File: config.mk
export PLATFORM = sky130hd
export DESIGN_NAME = branch_update_queue_flat
export DESIGN_NICKNAME = d
export VERILOG_FILES = /design/src/rtl/branch_update_queue_if.sv /design/src/rtl/branch_update_queue.sv /design/src/flat_wrapper.sv
export SDC_FILE = /design/constraint.sdc
export NUM_CORES = 1
export LEC_CHECK = 0
export BUFFER_PORTS_ARGS = -buffer_cell sky130_fd_sc_hd__buf_2
export CORE_UTILIZATION = 55
export DETAILED_ROUTE_END_ITERATION = 6
export PLACE_DENSITY = 0.84
export SYNTH_ARGS = -nofsm -noshare
export SYNTH_HDL_FRONTEND = slang
export SYNTH_SLANG_ARGS = --single-unit
File: constraint.sdc
create_clock -name clk -period 17 [get_ports clk]
set_clock_uncertainty 0.15 [all_clocks]
set_input_delay 0.85 -clock clk [delete_from_list [all_inputs] [get_ports clk]]
set_output_delay 0.85 -clock clk [all_outputs]
set_load 0.005 [all_outputs]
File: src/rtl/branch_update_queue_if.sv
// Shared BUQ types and the IF/EXE/ROB <-> branch update queue bundle.
// Slave side is the queue; master side is the pipeline driving it.
package buq_pkg;
    typedef logic [31:0] pc_t;
    typedef logic [7:0]  BHSR_t;
endpackage

interface branch_update_queue_if #(
    parameter int BUQ_TAG_W = 3
);
    import buq_pkg::*;

    logic                 enq0_valid;
    pc_t                  enq0_pc;
    logic                 enq0_pred_taken;
    BHSR_t                enq0_bhsr;
    logic                 enq1_valid;
    pc_t                  enq1_pc;
    logic                 enq1_pred_taken;
    BHSR_t                enq1_bhsr;
    logic                 enq0_ready;
    logic                 enq1_ready;
    logic [BUQ_TAG_W-1:0] enq0_tag;
    logic [BUQ_TAG_W-1:0] enq1_tag;
    logic                 resolve_valid;
    logic [BUQ_TAG_W-1:0] resolve_tag;
    logic                 resolve_taken;
    logic                 commit_valid;
    logic                 flush_all;
    logic                 exe_cond_valid;
    logic                 exe_cond_miss_prediction;
    BHSR_t                exe_cond_bhsr;
    logic                 exe_cond_branch_taken;
    pc_t                  exe_cond_branch_addr;
    logic                 buq_full;
    logic                 buq_empty;

    modport master (
        output enq0_valid, enq0_pc, enq0_pred_taken, enq0_bhsr,
        output enq1_valid, enq1_pc, enq1_pred_taken, enq1_bhsr,
        output resolve_valid, resolve_tag, resolve_taken,
        output commit_valid, flush_all,
        input  enq0_ready, enq1_ready, enq0_tag, enq1_tag,
        input  exe_cond_valid, exe_cond_miss_prediction,
        input  exe_cond_bhsr, exe_cond_branch_taken,
        input  exe_cond_branch_addr, buq_full, buq_empty
    );

    modport slave (
        input  enq0_valid, enq0_pc, enq0_pred_taken, enq0_bhsr,
        input  enq1_valid, enq1_pc, enq1_pred_taken, enq1_bhsr,
        input  resolve_valid, resolve_tag, resolve_taken,
        input  commit_valid, flush_all,
        output enq0_ready, enq1_ready, enq0_tag, enq1_tag,
        output exe_cond_valid, exe_cond_miss_prediction,
        output exe_cond_bhsr, exe_cond_branch_taken,
        output exe_cond_branch_addr, buq_full, buq_empty
    );
endinterface

File: src/rtl/branch_update_queue.sv
// Branch update queue: tags in-flight conditional branches, feeds gshare.
// Optional FALCO_BUQ_STATS_EN adds saturating resolve/mispredict counters.
module branch_update_queue
    import buq_pkg::*;
#(
    parameter int BUQ_DEPTH = 8,
    parameter int BUQ_TAG_W = 3
) (
    input  logic        clk,
    input  logic        rst_n,
`ifdef FALCO_BUQ_STATS_EN
    output logic [31:0] stat_resolve_cnt,
    output logic [31:0] stat_mispredict_cnt,
`endif
    branch_update_queue_if.slave bus
);
    typedef logic [BUQ_TAG_W:0]   ptr_t;
    typedef logic [BUQ_TAG_W-1:0] tag_t;

    localparam ptr_t ONE   = ptr_t'(1);
    localparam ptr_t TWO   = ptr_t'(2);
    localparam ptr_t LIM1  = ptr_t'(BUQ_DEPTH - 2);

    ptr_t                 head_q, tail_q, head_n, tail_n;
    ptr_t                 used, sq_tail;
    logic [BUQ_DEPTH-1:0] vld_q, vld_n;
    logic [BUQ_DEPTH-1:0] pred_q;
    pc_t                  pc_q   [BUQ_DEPTH];
    BHSR_t                bhsr_q [BUQ_DEPTH];

    tag_t head_tag, tail_tag, tail_tag1, res_off, age;
    logic full, empty;
    logic acc0, acc1, hit, mis;
    logic do_flush, do_sq, do_enq, do_commit, upd;

    logic  out_valid, out_miss, out_taken;
    BHSR_t out_bhsr;
    pc_t   out_addr;

    assign head_tag  = head_q[BUQ_TAG_W-1:0];
    assign tail_tag  = tail_q[BUQ_TAG_W-1:0];
    assign tail_tag1 = tail_tag + tag_t'(1);

    assign empty = head_q == tail_q;
    assign full  = (head_tag == tail_tag) &&
                   (head_q[BUQ_TAG_W] != tail_q[BUQ_TAG_W]);
    assign used  = tail_q - head_q;

    assign bus.enq0_ready = !full;
    assign bus.enq1_ready = used <= LIM1;
    assign bus.enq0_tag   = tail_tag;
    assign bus.enq1_tag   = tail_tag1;
    assign bus.buq_full   = full;
    assign bus.buq_empty  = empty;

    assign acc0 = bus.enq0_valid && !full;
    assign acc1 = acc0 && bus.enq1_valid && bus.enq1_ready;

    assign hit = bus.resolve_valid && vld_q[bus.resolve_tag];
    assign mis = hit &&
                 (bus.resolve_taken ^ pred_q[bus.resolve_tag]);

    assign do_flush  = bus.flush_all;
    assign do_sq     = mis && !bus.flush_all;
    assign do_enq    = acc0 && !bus.flush_all && !mis;
    assign do_commit = bus.commit_valid && !empty;
    assign upd       = hit && !bus.flush_all;

    // Age of the resolving entry relative to head locates its wrap bit.
    assign res_off = bus.resolve_tag - head_tag;
    assign sq_tail = head_q + {1'b0, res_off} + ONE;

    always_comb begin
        head_n = do_commit ? head_q + ONE : head_q;
        tail_n = tail_q;
        vld_n  = vld_q;
        age    = '0;
        if (do_commit)
            vld_n[head_tag] = 1'b0;
        unique case (1'b1)
            do_flush: begin
                tail_n = head_n;
                vld_n  = '0;
            end
            do_sq: begin
                tail_n = sq_tail;
                for (int i = 0; i < BUQ_DEPTH; i++) begin
                    age = tag_t'(i) - head_tag;
                    if (age > res_off)
                        vld_n[i] = 1'b0;
                end
            end
            do_enq: begin
                vld_n[tail_tag] = 1'b1;
                if (acc1)
                    vld_n[tail_tag1] = 1'b1;
                tail_n = tail_q + (acc1 ? TWO : ONE);
            end
            default: ;
        endcase
    end

    always_ff @(posedge clk or negedge rst_n) begin
        if (!rst_n) begin
            head_q <= '0;
            tail_q <= '0;
            vld_q  <= '0;
        end else begin
            head_q <= head_n;
            tail_q <= tail_n;
            vld_q  <= vld_n;
        end
    end

    // Payload needs no reset: it is only read behind a valid bit.
    always_ff @(posedge clk) begin
        if (do_enq) begin
            pc_q[tail_tag]   <= bus.enq0_pc;
            pred_q[tail_tag] <= bus.enq0_pred_taken;
            bhsr_q[tail_tag] <= bus.enq0_bhsr;
            if (acc1) begin
                pc_q[tail_tag1]   <= bus.enq1_pc;
                pred_q[tail_tag1] <= bus.enq1_pred_taken;
                bhsr_q[tail_tag1] <= bus.enq1_bhsr;
            end
        end
    end

    always_ff @(posedge clk or negedge rst_n) begin
        if (!rst_n) begin
            out_valid <= 1'b0;
            out_miss  <= 1'b0;
            out_taken <= 1'b0;
            out_bhsr  <= '0;
            out_addr  <= '0;
        end else begin
            out_valid <= upd;
            if (upd) begin
                out_miss  <= mis;
                out_taken <= bus.resolve_taken;
                out_bhsr  <= bhsr_q[bus.resolve_tag];
                out_addr  <= pc_q[bus.resolve_tag];
            end
        end
    end

    assign bus.exe_cond_valid           = out_valid;
    assign bus.exe_cond_miss_prediction = out_miss;
    assign bus.exe_cond_branch_taken    = out_taken;
    assign bus.exe_cond_bhsr            = out_bhsr;
    assign bus.exe_cond_branch_addr     = out_addr;

`ifdef FALCO_BUQ_STATS_EN
    always_ff @(posedge clk or negedge rst_n) begin
        if (!rst_n) begin
            stat_resolve_cnt    <= '0;
            stat_mispredict_cnt <= '0;
        end else if (out_valid) begin
            if (stat_resolve_cnt != '1)
                stat_resolve_cnt <= stat_resolve_cnt + 32'd1;
            if (out_miss && stat_mispredict_cnt != '1)
                stat_mispredict_cnt <= stat_mispredict_cnt + 32'd1;
        end
    end
`endif
endmodule

File: src/flat_wrapper.sv
// flat-port wrapper written by rule: the top's interface ports become plain ports
module branch_update_queue_flat import buq_pkg::*;
#(
    parameter int BUQ_DEPTH = 8,
    parameter int BUQ_TAG_W = 3
)
  (clk, rst_n, bus_enq0_valid, bus_enq0_pc, bus_enq0_pred_taken, bus_enq0_bhsr, bus_enq1_valid, bus_enq1_pc, bus_enq1_pred_taken, bus_enq1_bhsr, bus_resolve_valid, bus_resolve_tag, bus_resolve_taken, bus_commit_valid, bus_flush_all, bus_enq0_ready, bus_enq1_ready, bus_enq0_tag, bus_enq1_tag, bus_exe_cond_valid, bus_exe_cond_miss_prediction, bus_exe_cond_bhsr, bus_exe_cond_branch_taken, bus_exe_cond_branch_addr, bus_buq_full, bus_buq_empty);
  branch_update_queue_if #(.BUQ_TAG_W(BUQ_TAG_W)) bus_i ();
  input  logic clk;
  input  logic rst_n;
  input wire logic [$bits(bus_i.enq0_valid)-1:0] bus_enq0_valid;
  input wire logic [$bits(bus_i.enq0_pc)-1:0] bus_enq0_pc;
  input wire logic [$bits(bus_i.enq0_pred_taken)-1:0] bus_enq0_pred_taken;
  input wire logic [$bits(bus_i.enq0_bhsr)-1:0] bus_enq0_bhsr;
  input wire logic [$bits(bus_i.enq1_valid)-1:0] bus_enq1_valid;
  input wire logic [$bits(bus_i.enq1_pc)-1:0] bus_enq1_pc;
  input wire logic [$bits(bus_i.enq1_pred_taken)-1:0] bus_enq1_pred_taken;
  input wire logic [$bits(bus_i.enq1_bhsr)-1:0] bus_enq1_bhsr;
  input wire logic [$bits(bus_i.resolve_valid)-1:0] bus_resolve_valid;
  input wire logic [$bits(bus_i.resolve_tag)-1:0] bus_resolve_tag;
  input wire logic [$bits(bus_i.resolve_taken)-1:0] bus_resolve_taken;
  input wire logic [$bits(bus_i.commit_valid)-1:0] bus_commit_valid;
  input wire logic [$bits(bus_i.flush_all)-1:0] bus_flush_all;
  output wire logic [$bits(bus_i.enq0_ready)-1:0] bus_enq0_ready;
  output wire logic [$bits(bus_i.enq1_ready)-1:0] bus_enq1_ready;
  output wire logic [$bits(bus_i.enq0_tag)-1:0] bus_enq0_tag;
  output wire logic [$bits(bus_i.enq1_tag)-1:0] bus_enq1_tag;
  output wire logic [$bits(bus_i.exe_cond_valid)-1:0] bus_exe_cond_valid;
  output wire logic [$bits(bus_i.exe_cond_miss_prediction)-1:0] bus_exe_cond_miss_prediction;
  output wire logic [$bits(bus_i.exe_cond_bhsr)-1:0] bus_exe_cond_bhsr;
  output wire logic [$bits(bus_i.exe_cond_branch_taken)-1:0] bus_exe_cond_branch_taken;
  output wire logic [$bits(bus_i.exe_cond_branch_addr)-1:0] bus_exe_cond_branch_addr;
  output wire logic [$bits(bus_i.buq_full)-1:0] bus_buq_full;
  output wire logic [$bits(bus_i.buq_empty)-1:0] bus_buq_empty;
  assign bus_i.enq0_valid = bus_enq0_valid;
  assign bus_i.enq0_pc = bus_enq0_pc;
  assign bus_i.enq0_pred_taken = bus_enq0_pred_taken;
  assign bus_i.enq0_bhsr = bus_enq0_bhsr;
  assign bus_i.enq1_valid = bus_enq1_valid;
  assign bus_i.enq1_pc = bus_enq1_pc;
  assign bus_i.enq1_pred_taken = bus_enq1_pred_taken;
  assign bus_i.enq1_bhsr = bus_enq1_bhsr;
  assign bus_i.resolve_valid = bus_resolve_valid;
  assign bus_i.resolve_tag = bus_resolve_tag;
  assign bus_i.resolve_taken = bus_resolve_taken;
  assign bus_i.commit_valid = bus_commit_valid;
  assign bus_i.flush_all = bus_flush_all;
  assign bus_enq0_ready = bus_i.enq0_ready;
  assign bus_enq1_ready = bus_i.enq1_ready;
  assign bus_enq0_tag = bus_i.enq0_tag;
  assign bus_enq1_tag = bus_i.enq1_tag;
  assign bus_exe_cond_valid = bus_i.exe_cond_valid;
  assign bus_exe_cond_miss_prediction = bus_i.exe_cond_miss_prediction;
  assign bus_exe_cond_bhsr = bus_i.exe_cond_bhsr;
  assign bus_exe_cond_branch_taken = bus_i.exe_cond_branch_taken;
  assign bus_exe_cond_branch_addr = bus_i.exe_cond_branch_addr;
  assign bus_buq_full = bus_i.buq_full;
  assign bus_buq_empty = bus_i.buq_empty;
  branch_update_queue #(.BUQ_DEPTH(BUQ_DEPTH), .BUQ_TAG_W(BUQ_TAG_W)) u_core (.clk(clk), .rst_n(rst_n), .bus(bus_i));
endmodule
Word level (Yosys, flattened, before mapping). Memory sizes are Yosys's and may differ from the RTL's. A register that Yosys moved wholly into a read port is not among the register bits. Cells that the tools add are included.

Add/subtract/negate cells: 15. $lt $le $gt $ge: 16. Eq/ne operators: 3. Multiplexer cells: 32. Bitwise logic cells: 5. Reduce and logical (&&, ||, !) cells: 21.

Operators by type and width (count): 3-bit greater-than comparator (8); 8-bit 2-to-1 mux (3); 8-bit one-hot mux with 3 select lines (1); 1-bit 2-to-1 mux (18); 8-bit bitwise mux (2); 3-bit by 4-bit less-than comparator with 1-bit output (second input constant) (4); 8-bit bitwise OR (2); 1-bit logical AND (14); 4-bit one-hot mux with 3 select lines (1); 3-bit subtractor (first input constant) (4); 1-bit demux with 3-bit select (3); 3-bit by 1-bit greater-or-equal comparator with 1-bit output (second input constant) (3); 4-bit by 1-bit adder with 4-bit output (second input constant) (2); 8-bit bitwise AND (1); 8-bit inverter (1); 1-bit binary-select mux with 3-bit select (2); 1-bit logical NOT (6); 1-bit by 3-bit subtractor with 3-bit output (first input constant) (2); 2-bit by 3-bit subtractor with 3-bit output (first input constant) (2); 4-bit by 3-bit adder with 4-bit output (1); 4-bit adder (1); 4-bit equality test (1); 4-bit by 3-bit less-or-equal comparator with 1-bit output (second input constant) (1); 4-bit 2-to-1 mux (1); other kinds (8) (8).

Flip-flop bits (word level): 27. Bits in writable memories: 320. Input port bits: 93. Logic and storage cells: 101. Memories kept: 2.

Memory list: u_core.pc_q (depth 8, bits a word 32, rd ports 1, clocked after Yosys merged registers in 1, wr ports 2, RTL line branch_update_queue.sv:28) `pc_t pc_q [BUQ_DEPTH];`; u_core.bhsr_q (depth 8, bits a word 8, rd ports 1, clocked after Yosys merged registers in 1, wr ports 2, RTL line branch_update_queue.sv:29) `BHSR_t bhsr_q [BUQ_DEPTH];`.

Depth between registers and ports, before layout.
Word-level depth: 11. Depth in mapped cells: 16. Depth with buffers taken out: 14.

Worst setup path after synthesis. Ideal clock, no wire load.

Kind: input to register. From: input bus_resolve_tag[0]. To: memory u_core.bhsr_q[5][0] in the netlist's numbering (enable). Arrival time: 5.061 ns. Slack: 11.296 ns. Stages on the path: 7. Path through: buf_4 -> mux2i_1 -> mux4_2 -> xor2_1 -> o21ai_1 -> buf_4 -> o21ai_0.

RTL lines: start, declared (RTL line flat_wrapper.sv:20) `input wire logic [$bits(bus_i.resolve_tag)-1:0] bus_resolve_tag;`; end, declared (RTL line branch_update_queue.sv:29).

==> flow_summary.ini <==
[status]
status = finished, final reports clean

[worst_setup_path]
crit_top_cell = buf_4
critPathMaxStageDelay_ns = 0.80
cp_max_fo = 58
crit_path_cell_trace = buf_4 > buf_4 > mux4_2 > xor2_1 > o21ai_2 > buf_4 > nor3_4 > buf_4 > mux2_1
cp.arrival_ns = 5.19
crit_path_end_kind = flop
crit_slowest_cell = buf_4
cp.required_ns = 17.14
cp-start-kind = input port
critPathKind = in2reg

[clocking]
clock_path_buffers = 3
cts_buffers = 41
root_buffer = clkbuf_16
cts-resized-gates = 0
htree_levels = 2
postCtsSetupRepairBufs = 0
cts_sinks = 387
clkTransAtPathRegs_ns = 0.06
cts_hold_buf = 0
worstSkewPairLatency_ns = 0.55
cts_tree = built

[sta]
final-setup-viol-count = 0
min_period_ns = 5.05
tns_ns = 0
finalHoldViolations = 0
worstMarginPinSlew_ns = 1.03
max_freq_mhz = 198
slew_headroom_pct = 31.0
fin_crit_sh_pct = 29.7
grt_setup_unrepaired = false
maxSlewViolCount = 0

[global_routing]
grt_pass1_wl_um = 70900
grt_max_degree = 87
grt_use_met3_pct = 4.06
globalRouteOverflowTotal = 0
grt_pass1_vias = 12200
grt_use_met2_pct = 43.6
track_usage_pct = 25.6
grt-busiest-layer = met2
grt_use_met1_pct = 33.8
antenna_found_initial = 6

[synthesis]
async_flop_share_pct = 15.2
synth-seq-area-share_pct = 57.0
synthDistinctLibCells = 57
ys.flop_type = edfxtp_1
ys_warn_count = 0
syn-num-nets = 1376
syn-mean-instance-area_sq_um = 15.9
syn_area_sq_um = 19900
ys_ff_latch = 387
synth_edf_count = 328
syn_inst = 1249

[floorplanning]
dieArea_sq_um = 36900
start_util_pct = 55.9
die_height_um = 192
core_area_sq_um = 35600
die_w_um = 192
pin_count = 146
core.rowCount = 69

[routing]
post-route-drc-count = 0
wire_per_inst_um = 24.6
wirelength_um = 46100
drt_pre_antenna_iters = 5
num_vias = 11800
ant_nets = 0
drt-initial-drc-count = 1085
viasPerCell = 6.31

[place]
io_buffer_count = 145
place_area_sq_um = 21000
post-dp-hpwl_um = 26700
gp_congestion = 0.934

[final_layout]
synthToLayoutAreaGrowth_pct = 12.2
postLayoutCellArea_sq_um = 22300
drive_above_1_share_pct = 37.2
final_nets = 1505

[pwr]
leakage_nw = 8.02
ir_drop_mv = 0.123
power.density_nw_per_um2 = 132

[min_path]
hp-class = in2async

[job]
cap_violations = 0
==> cells in the final DEF, fill, tap and decap left out, types with 11 or more instances in the layout <==
| cell | count |
|---|---|
| inv_1 | 27 |
| nand3_1 | 11 |
| edfxtp_1 | 328 |
| mux4_2 | 82 |
| clkbuf_1 | 12 |
| mux2_1 | 123 |
| clkbuf_16 | 42 |
| o21ai_0 | 14 |
| buf_2 | 141 |
| mux2_2 | 199 |
| ha_1 | 30 |
| nor2_1 | 51 |
| mux2i_1 | 53 |
| dfrtp_1 | 59 |
| buf_4 | 23 |
| a21oi_1 | 63 |
| nand2_1 | 15 |
==> cells by family after synthesis <==
logic type / synth area share, %
AOI/OAI and AO/OA: 4.00
adders and majority gates: 2.29
DFF: 57.0
xor gates and xnor gates: 0.743
and+or+nand+nor: 3.03
buffers and inverters: 2.74
muxes: 30.2
==> layout make-up <==
class | instances | area [sq um]
antenna | 4 | 10.0
clock buffer | 55 | 1110
clock inverter | 19 | 203
fill | 2524 | 13300
inverter | 27 | 101
multi-input combinational | 756 | 8080
sequential | 387 | 11300
tap | 461 | 577
timing repair buffer | 165 | 890
==> worst paths after layout <==
check	cells after the start	end	start	slack, ns
setup / recovery	9	u_core.pc_q[2][16]	bus_resolve_tag[2]	11.95
setup reg to reg	10	u_core.pc_q[2][16]	u_core.head_q[1]	12.41
hold / removal	1	u_core.bus.exe_cond_valid	rst_n	0.29
hold reg to reg	1	u_core.bus.exe_cond_branch_taken	u_core.bus.exe_cond_branch_taken	0.36
min in group clk	1	u_core.bus.exe_cond_branch_taken	u_core.bus.exe_cond_branch_taken	0.36
max in group asynchronous	1	u_core.bus.exe_cond_branch_addr[1]	rst_n	15.82
==> cell usage after synthesis, drive strengths merged, types with 2 or more instances <==
master / instances / area, sq um
o22ai: 2 / 12.5
o31ai: 3 / 22.5
nand3: 11 / 55.1
a31o: 6 / 52.6
xnor2: 9 / 86.3
mux4: 82 / 1850
or3: 3 / 18.8
o21ai: 17 / 85.1
mux2: 322 / 3630
nand4: 6 / 37.5
and3: 6 / 37.5
nand2: 16 / 62.6
nor2b: 5 / 33.8
o311ai: 5 / 43.8
xor2: 7 / 61.3
edfxtp: 328 / 9850
o21a: 3 / 22.5
dfrtp: 59 / 1480
a311oi: 2 / 17.5
a21boi: 3 / 22.5
a31oi: 4 / 25.0
mux2i: 53 / 531
nor3: 10 / 83.8
a21oi: 63 / 315
a221o: 3 / 30.0
o21bai: 2 / 15.0
and4: 2 / 17.5
a2111oi: 2 / 36.3
nor2: 58 / 218
buf: 49 / 329
inv: 27 / 101
a21o: 3 / 22.5
ha: 30 / 375
a211oi: 2 / 15.0
and2: 2 / 12.5
nand2b: 2 / 12.5
clkbuf: 30 / 115
fa: 4 / 80.1
==> worst max-delay path, delay by kind of cell <==
| family | cells | cell delay (ns) |
|---|---|---|
| xor gates and xnor gates | 1 | 0.34 |
| muxes | 2 | 1.06 |
| buffers and inverters | 4 | 1.99 |
| AOI/OAI and AO/OA | 1 | 0.11 |
| and+or+nand+nor | 1 | 0.75 |
==> registers in the layout (all words and copies together), names as in the netlist <==
signal and cells:
u_core.bhsr_q 64, u_core.bus.exe_cond_bhsr 8, u_core.bus.exe_cond_branch_addr 32, u_core.bus.exe_cond_branch_taken 1, u_core.bus.exe_cond_miss_prediction 1, u_core.bus.exe_cond_valid 1
u_core.head_q 4, u_core.pc_q 256, u_core.pred_q 8, u_core.tail_q 4, u_core.vld_q 8
==> report_power, final <==
part,internal (mW),switching (mW),total [mW]
Combinational,0.328,0.478,0.806
Sequential,1.18,0.0708,1.25
Clock,0.520,0.362,0.882
Total,2.03,0.910,2.94
==> metal layers <==
layer  wire, um  share of wire [%]
met5         27              0.059
met2      23400                 51
met1      18600                 40
met4       1120                2.4
met3       2990                6.5
==> per-stage QoR <==
stage | total power, mW | std cells | worst slack, ns | hold WS [ns] | util (%)
after floorplan | 1.80 | 1249 | 11.30 | 0.355 | -
after global placement | 2.03 | 1796 | 11.47 | 0.338 | 59.0
after detailed placement | 2.06 | 1796 | 11.38 | 0.352 | 59.0
after CTS | 2.94 | 1870 | 11.94 | 0.324 | 62.7
after global routing | 3.08 | 1873 | 11.75 | 0.362 | 62.7
final | 2.94 | 1874 | 11.95 | 0.295 | 62.7
Note: power is estimated with default switching activity, not from simulation.
